File: src/rtl/mesi_pkg.sv
// Shared encodings for the MESI snooping bus: line states, bus ops and arbiter FSM states.
package mesi_pkg;

  typedef enum logic [1:0] {
    MesiI = 2'd0,
    MesiS = 2'd1,
    MesiM = 2'd2,
    MesiE = 2'd3
  } mesi_state_e;

  typedef enum logic [1:0] {
    OpRdMiss = 2'd0,
    OpWrMiss = 2'd1,
    OpInv    = 2'd2,
    OpWb     = 2'd3
  } bus_op_e;

  typedef enum logic [2:0] {
    StIdle  = 3'd0,
    StBcast = 3'd1,
    StSnoop = 3'd2,
    StMem   = 3'd3,
    StResp  = 3'd4
  } arb_state_e;

endpackage

File: src/rtl/mesi_rr_arbiter.sv
// Combinational round-robin pick: first set req bit scanning upward from last_grant+1.
module mesi_rr_arbiter #(
  parameter int unsigned NPROC = 3
) (
  input  logic [NPROC-1:0] req,
  input  logic [1:0]       last_grant,
  output logic [1:0]       winner,
  output logic             valid
);

  int unsigned idx;

  always_comb begin
    winner = '0;
    valid  = 1'b0;
    idx    = 0;
    for (int i = 1; i <= int'(NPROC); i++) begin
      idx = (int'(last_grant) + i) % NPROC;
      if (!valid && req[idx]) begin
        valid  = 1'b1;
        winner = 2'(idx);
      end
    end
  end

endmodule

File: src/rtl/mesi_bus_arbiter.sv
// Shared-bus controller: round-robin grant, snoop broadcast, memory access and response.
module mesi_bus_arbiter
  import mesi_pkg::*;
#(
  parameter int unsigned NPROC  = 3,
  parameter int unsigned ADDR_W = 5,
  parameter int unsigned DATA_W = 8
) (
  input  logic                      clock,
  input  logic                      reset_n,
  input  logic [NPROC-1:0]          req,
  input  logic [2*NPROC-1:0]        req_op,
  input  logic [ADDR_W*NPROC-1:0]   req_addr,
  input  logic [DATA_W*NPROC-1:0]   req_data,
  output logic [NPROC-1:0]          ack,
  output logic [DATA_W-1:0]         rsp_data,
  output logic                      rsp_share,
  output logic                      bus_valid,
  output logic [1:0]                bus_op,
  output logic [ADDR_W-1:0]         bus_addr,
  output logic [1:0]                bus_src,
  input  logic [NPROC-1:0]          snoop_share,
  input  logic [NPROC-1:0]          snoop_wb,
  input  logic [DATA_W*NPROC-1:0]   snoop_data,
  output logic                      mem_rd,
  output logic                      mem_wr,
  output logic [ADDR_W-1:0]         mem_addr,
  output logic [DATA_W-1:0]         mem_wdata,
  input  logic [DATA_W-1:0]         mem_rdata,
  input  logic                      mem_ready
);

  arb_state_e        state;
  logic [1:0]        last_grant;
  logic [DATA_W-1:0] wdata_q;
  logic [DATA_W-1:0] fill_q;
  logic              share_q;

  logic [1:0]        winner;
  logic              win_valid;

  logic [NPROC-1:0]  mask;
  logic [NPROC-1:0]  wb_m;
  logic [NPROC-1:0]  src_onehot;
  logic              share_now;
  logic [1:0]        owner;
  logic              owner_valid;
  logic [DATA_W-1:0] owner_data;

  mesi_rr_arbiter #(
    .NPROC(NPROC)
  ) u_rr (
    .req       (req),
    .last_grant(last_grant),
    .winner    (winner),
    .valid     (win_valid)
  );

  // bus_src doubles as the latched requester index for the whole transaction.
  always_comb begin
    mask       = '0;
    src_onehot = '0;
    for (int i = 0; i < int'(NPROC); i++) begin
      mask[i]       = (i != int'(bus_src));
      src_onehot[i] = (i == int'(bus_src));
    end
    wb_m        = snoop_wb & mask;
    share_now   = |((snoop_share | snoop_wb) & mask);
    owner       = '0;
    owner_valid = 1'b0;
    for (int i = int'(NPROC) - 1; i >= 0; i--) begin
      if (wb_m[i]) begin
        owner_valid = 1'b1;
        owner       = 2'(i);
      end
    end
    owner_data = snoop_data[int'(owner)*DATA_W +: DATA_W];
  end

  always_ff @(posedge clock or negedge reset_n) begin
    if (!reset_n) begin
      state      <= StIdle;
      last_grant <= 2'(NPROC - 1);
      wdata_q    <= '0;
      fill_q     <= '0;
      share_q    <= 1'b0;
      ack        <= '0;
      rsp_data   <= '0;
      rsp_share  <= 1'b0;
      bus_valid  <= 1'b0;
      bus_op     <= '0;
      bus_addr   <= '0;
      bus_src    <= '0;
      mem_rd     <= 1'b0;
      mem_wr     <= 1'b0;
      mem_addr   <= '0;
      mem_wdata  <= '0;
    end else begin
      bus_valid <= 1'b0;
      unique case (state)
        StIdle: begin
          if (win_valid) begin
            bus_op    <= req_op[int'(winner)*2 +: 2];
            bus_addr  <= req_addr[int'(winner)*ADDR_W +: ADDR_W];
            wdata_q   <= req_data[int'(winner)*DATA_W +: DATA_W];
            bus_src   <= winner;
            bus_valid <= 1'b1;
            fill_q    <= '0;
            state     <= StBcast;
          end
        end
        StBcast: state <= StSnoop;
        StSnoop: begin
          share_q <= share_now;
          unique case (bus_op_e'(bus_op))
            OpRdMiss: begin
              mem_addr <= bus_addr;
              state    <= StMem;
              if (owner_valid) begin
                fill_q    <= owner_data;
                mem_wr    <= 1'b1;
                mem_wdata <= owner_data;
              end else begin
                mem_rd <= 1'b1;
              end
            end
            OpWrMiss: begin
              if (owner_valid) begin
                fill_q    <= owner_data;
                mem_wr    <= 1'b1;
                mem_wdata <= owner_data;
                mem_addr  <= bus_addr;
                state     <= StMem;
              end else begin
                ack       <= src_onehot;
                rsp_data  <= '0;
                rsp_share <= share_now;
                state     <= StResp;
              end
            end
            OpInv: begin
              ack       <= src_onehot;
              rsp_data  <= '0;
              rsp_share <= share_now;
              state     <= StResp;
            end
            OpWb: begin
              mem_wr    <= 1'b1;
              mem_wdata <= wdata_q;
              mem_addr  <= bus_addr;
              state     <= StMem;
            end
          endcase
        end
        StMem: begin
          if (mem_ready) begin
            mem_rd    <= 1'b0;
            mem_wr    <= 1'b0;
            mem_addr  <= '0;
            mem_wdata <= '0;
            ack       <= src_onehot;
            rsp_share <= share_q;
            rsp_data  <= mem_rd ? mem_rdata : fill_q;
            state     <= StResp;
          end
        end
        StResp: begin
          ack        <= '0;
          rsp_data   <= '0;
          rsp_share  <= 1'b0;
          last_grant <= bus_src;
          state      <= StIdle;
        end
        default: state <= StIdle;
      endcase
    end
  end

endmodule

File: config.mk
export PLATFORM = sky130hd
export DESIGN_NAME = mesi_bus_arbiter
export DESIGN_NICKNAME = d
export VERILOG_FILES = /design/src/rtl/mesi_pkg.sv /design/src/rtl/mesi_rr_arbiter.sv /design/src/rtl/mesi_bus_arbiter.sv
export SDC_FILE = /design/constraint.sdc
export NUM_CORES = 1
export LEC_CHECK = 0
export CAP_MARGIN = 0
export CORE_MARGIN = 2
export CORE_UTILIZATION = 46
export CTS_BUF_LIST = sky130_fd_sc_hd__clkbuf_4 sky130_fd_sc_hd__clkbuf_8
export CTS_CLUSTER_DIAMETER = 100
export DETAILED_ROUTE_END_ITERATION = 6
export GPL_ROUTABILITY_DRIVEN = 1
export PLACE_DENSITY = 0.82
export SYNTH_ARGS = -nofsm -noshare
export SYNTH_HDL_FRONTEND = slang
export SYNTH_HIERARCHICAL = 1
export SYNTH_SLANG_ARGS = --single-unit
File: constraint.sdc
create_clock -name clock -period 3.3 [get_ports clock]
set_clock_uncertainty 0.1 [all_clocks]
set_input_delay 0.66 -clock clock [delete_from_list [all_inputs] [get_ports clock]]
set_output_delay 0.66 -clock clock [all_outputs]
set_load 0.005 [all_outputs]
==> summary.md <==
| Metric | Value |
|---|---|
| Status | `finished clean` |
| Final setup violating endpoints | `0` |
| CP arrival | `approximately 2800 ps` |
| Max_cap viols | `0` |
| Clock root cell | `clkbuf_8` |
| Core area | `between 0.007 and 0.008 mm^2` |
| Startpoint types | `primary input` |
| Clk pwr share | `14.1%` |
| FF+latch count, synth | `59` |
| Pleak | `2.04 nW` |
| Final setup TNS | `0 ps` |
| Dpl hpwl | `just under 7000 um` |
| Post-CTS Hold Buffers | `0` |
| Routed Antenna Nets | `0` |
| Initial antenna violation count | `0` |
| Internal power | `~2.4 mW` |
| Syn Std Cell Area | `approximately 0.0034 mm^2` |
| Critical path class | `primary input to register` |
| Maximum fanout along the worst path | `12` |
| Post-placement cell area | `between 0.004 and 0.005 mm^2` |
| I/O Buffers | `125` |
| Starting DRT DRC Count | `between 100 and 150` |
| WL per Instance | `~16 um` |
| Std cell rows | `31` |
| Syn nets | `449` |
| Ys flop type | `dfrtp_1` |
| First-pass GRT wire length | `roughly 15000 um` |
| Worst slew pin tran | `roughly 970 ps` |
| Post-CTS Resized | `0` |
| Die ar. | `between 0.008 and 0.009 mm^2` |
| Comb pwr share | `roughly 54%` |
| EDFF count, synth | `0` |
| Max Clk Rate | `372 MHz` |
| Slew Viols, Final | `0` |
| TritonCTS Buffers | `9` |
| Layout Nets | `about 570` |
| Distinct cells, synth | `46` |
| Mapped Cells | `353` |
| TritonCTS clock tree | `yes` |
| Crit share post-route | `between 80 and 90%` |
| First-pass iteration count of the detailed router | `5` |
| Total track usage | `a little under a quarter` |
| Yosys warns | `6` |
| Worst-Skew Late Latency | `about 350 ps` |
| Reg2reg start | `last_grant[1]` |
| Initial Util | `47.3%` |
| Tmin final | `2680 ps` |
| Commonest non-fill, non-tap cells in the layout | `124 x clkdlybuf4s50_1, 58 x dfrtp_1, 49 x nor2_1, 39 x a21oi_1, 34 x mux2i_1` |
| Via-to-Cell Ratio | `around 5.5` |
| Largest net degree at the start of global routing | `60` |
| DRC errors left | `0` |
| Sequential share of the synthesized area | `a little over two fifths` |
| Avg Cell Area, Syn | `9.73 um^2` |
| Vias in the first global route | `a little over 3000` |
| Worst vdd ir | `between 300 and 400 uV` |
| Final-report hold violation count | `0` |
| Most common cell after layout, fill and taps aside | `clkdlybuf4s50_1` |
| Worst Setup End Kind | `register` |
| Final Wtd Congestion | `0.874` |
| Antenna cells | `0` |
| Reg2reg path depth | `8` |
| Grt total ovfl | `0` |
| Final core occ | `around two thirds` |
| Die Wd | `90.4 um` |
| # IOs | `around 130` |
| Placed Cells | `between 500 and 600` |
| Worst-path clk slew | `~70 ps` |
| Drt total wl | `roughly 9000 um` |
| Sw Ratio | `40.1%` |
| Post-route cell area | `roughly 0.0049 mm^2` |
| Via Count | `about 3200` |
| Layout cell share with drive strength beyond 1 | `between 10% and 20%` |
| Hold WS | `between 300 and 400 ps` |
| Switching Power | `roughly 1.6 mW` |
| Slew headroom | `between 30% and 40%` |
| CTS Buffer Depth | `2` |
| Worst R2R Setup Slack | `about 620 ps` |
| H-tree depth | `3` |
| Pwr Density | `between 800 and 900 mW/mm^2` |
| Cell Count, Final, Fillers Out | `580` |
| CTS sink cnt | `slightly below 60` |
| Setup bufs post-CTS | `0` |
| Flop pwr share | `roughly a third` |
| CP required | `between 3000 and 4000 ps` |
| Worst Setup SP | `snoop_wb[2]` |
| RSZ-0062 raised after global routing | `no` |
| P&R area growth vs syn | `43.8%` |
| Min-delay worst type | `primary input to asynchronous set/reset pin` |
| Die height | `90.4 um` |
| Fraction of registers with async set/reset | `100%` |
-- area by class of cell --
| class | count | area [um^2] |
|---|---|---|
| inverter | 8 | 30.0 |
| tap | 99 | 124 |
| clock buffer | 9 | 124 |
| timing repair buffer | 131 | 1290 |
| multi-input combinational | 267 | 1850 |
| clock inverter | 7 | 45.0 |
| fill | 619 | 2320 |
| sequential | 59 | 1480 |
-- path summary, 6_finish.rpt --
kind | endpoint
min in group clock | mem_wr
min | ack[0]
min reg2reg | mem_wr
max in group asynchronous | wdata_q[7]
max reg2reg | fill_q[4]
max | rsp_data[4]
-- sequential cells by signal (all words and copies together) (netlist names) --
register,count
fill_q,8
mem_wdata,8
rsp_data,8
wdata_q,8
bus_addr,5
mem_addr,5
ack,3
state,3
bus_op,2
bus_src,2
last_grant,2
bus_valid,1
mem_rd,1
mem_wr,1
rsp_share,1
share_q,1
-- cells by family (layout without fill, tap and decap cells) --
kind of cell / Yosys count / after routing / synth area share, %
fa+ha+maj: 8 / 8 / 2.88
flops: 59 / 59 / 43.0
compound gates: 98 / 98 / 19.4
simple gates: 111 / 111 / 16.3
buf+inv: 27 / 155 / 3.21
mux: 50 / 50 / 15.2
-- power groups by stage --
stage / logic [mW] / clock network [mW] / registers (mW)
6_report: 2.14 / 0.565 / 1.29
5_1_grt: 2.35 / 0.605 / 1.33
4_1_cts: 2.16 / 0.573 / 1.29
3_5_place_dp: 2.15 / 0 / 1.30
3_3_place_gp: 2.07 / 0 / 1.29
2_1_floorplan: 1.42 / 0 / 1.20
-- critical path: stages --
cell and delay [ps]:
clkdlybuf4s50_1 680, nor2_1 130, a211oi_4 480, nand3_1 170
o21ai_2 280, mux2_2 410
-- per-stage QoR --
stage                     setup WS (ps)  total power, mW
after floorplan                     789             2.62
after global placement              373             3.36
after detailed placement            277             3.45
after CTS                           604             4.02
after global routing                398             4.28
final                               615             4.00
-- routing by layer --
metal,GRT usage [%],up-vias,routed length [um]
met4,11.8,0,247
met5,0,-,0
met3,4.34,23,568
met2,37.5,133,4350
met1,28.7,1512,3860
li1,-,1518,-
-- cells in the mapped netlist, types with 2 or more instances --
cell type,instances,area (um^2)
nor2_1,49,184
a21bo_2,5,50.1
nor3_1,2,10.0
ha_1,7,87.6
clkbuf_1,12,45.0
mux2i_1,34,340
or2_2,2,12.5
nor2b_1,11,68.8
o21ai_0,22,110
nand2b_1,7,43.8
inv_1,8,30.0
nand3_1,10,50.1
a22o_1,9,78.8
nor3b_1,2,15.0
a21oi_1,39,195
a32oi_1,9,78.8
buf_1,2,7.51
mux2_2,16,180
nand4_1,5,31.3
buf_2,4,20.0
nand2_1,16,60.1
dfrtp_1,58,1450
No activity file was read; power rests on OpenSTA's default activity.
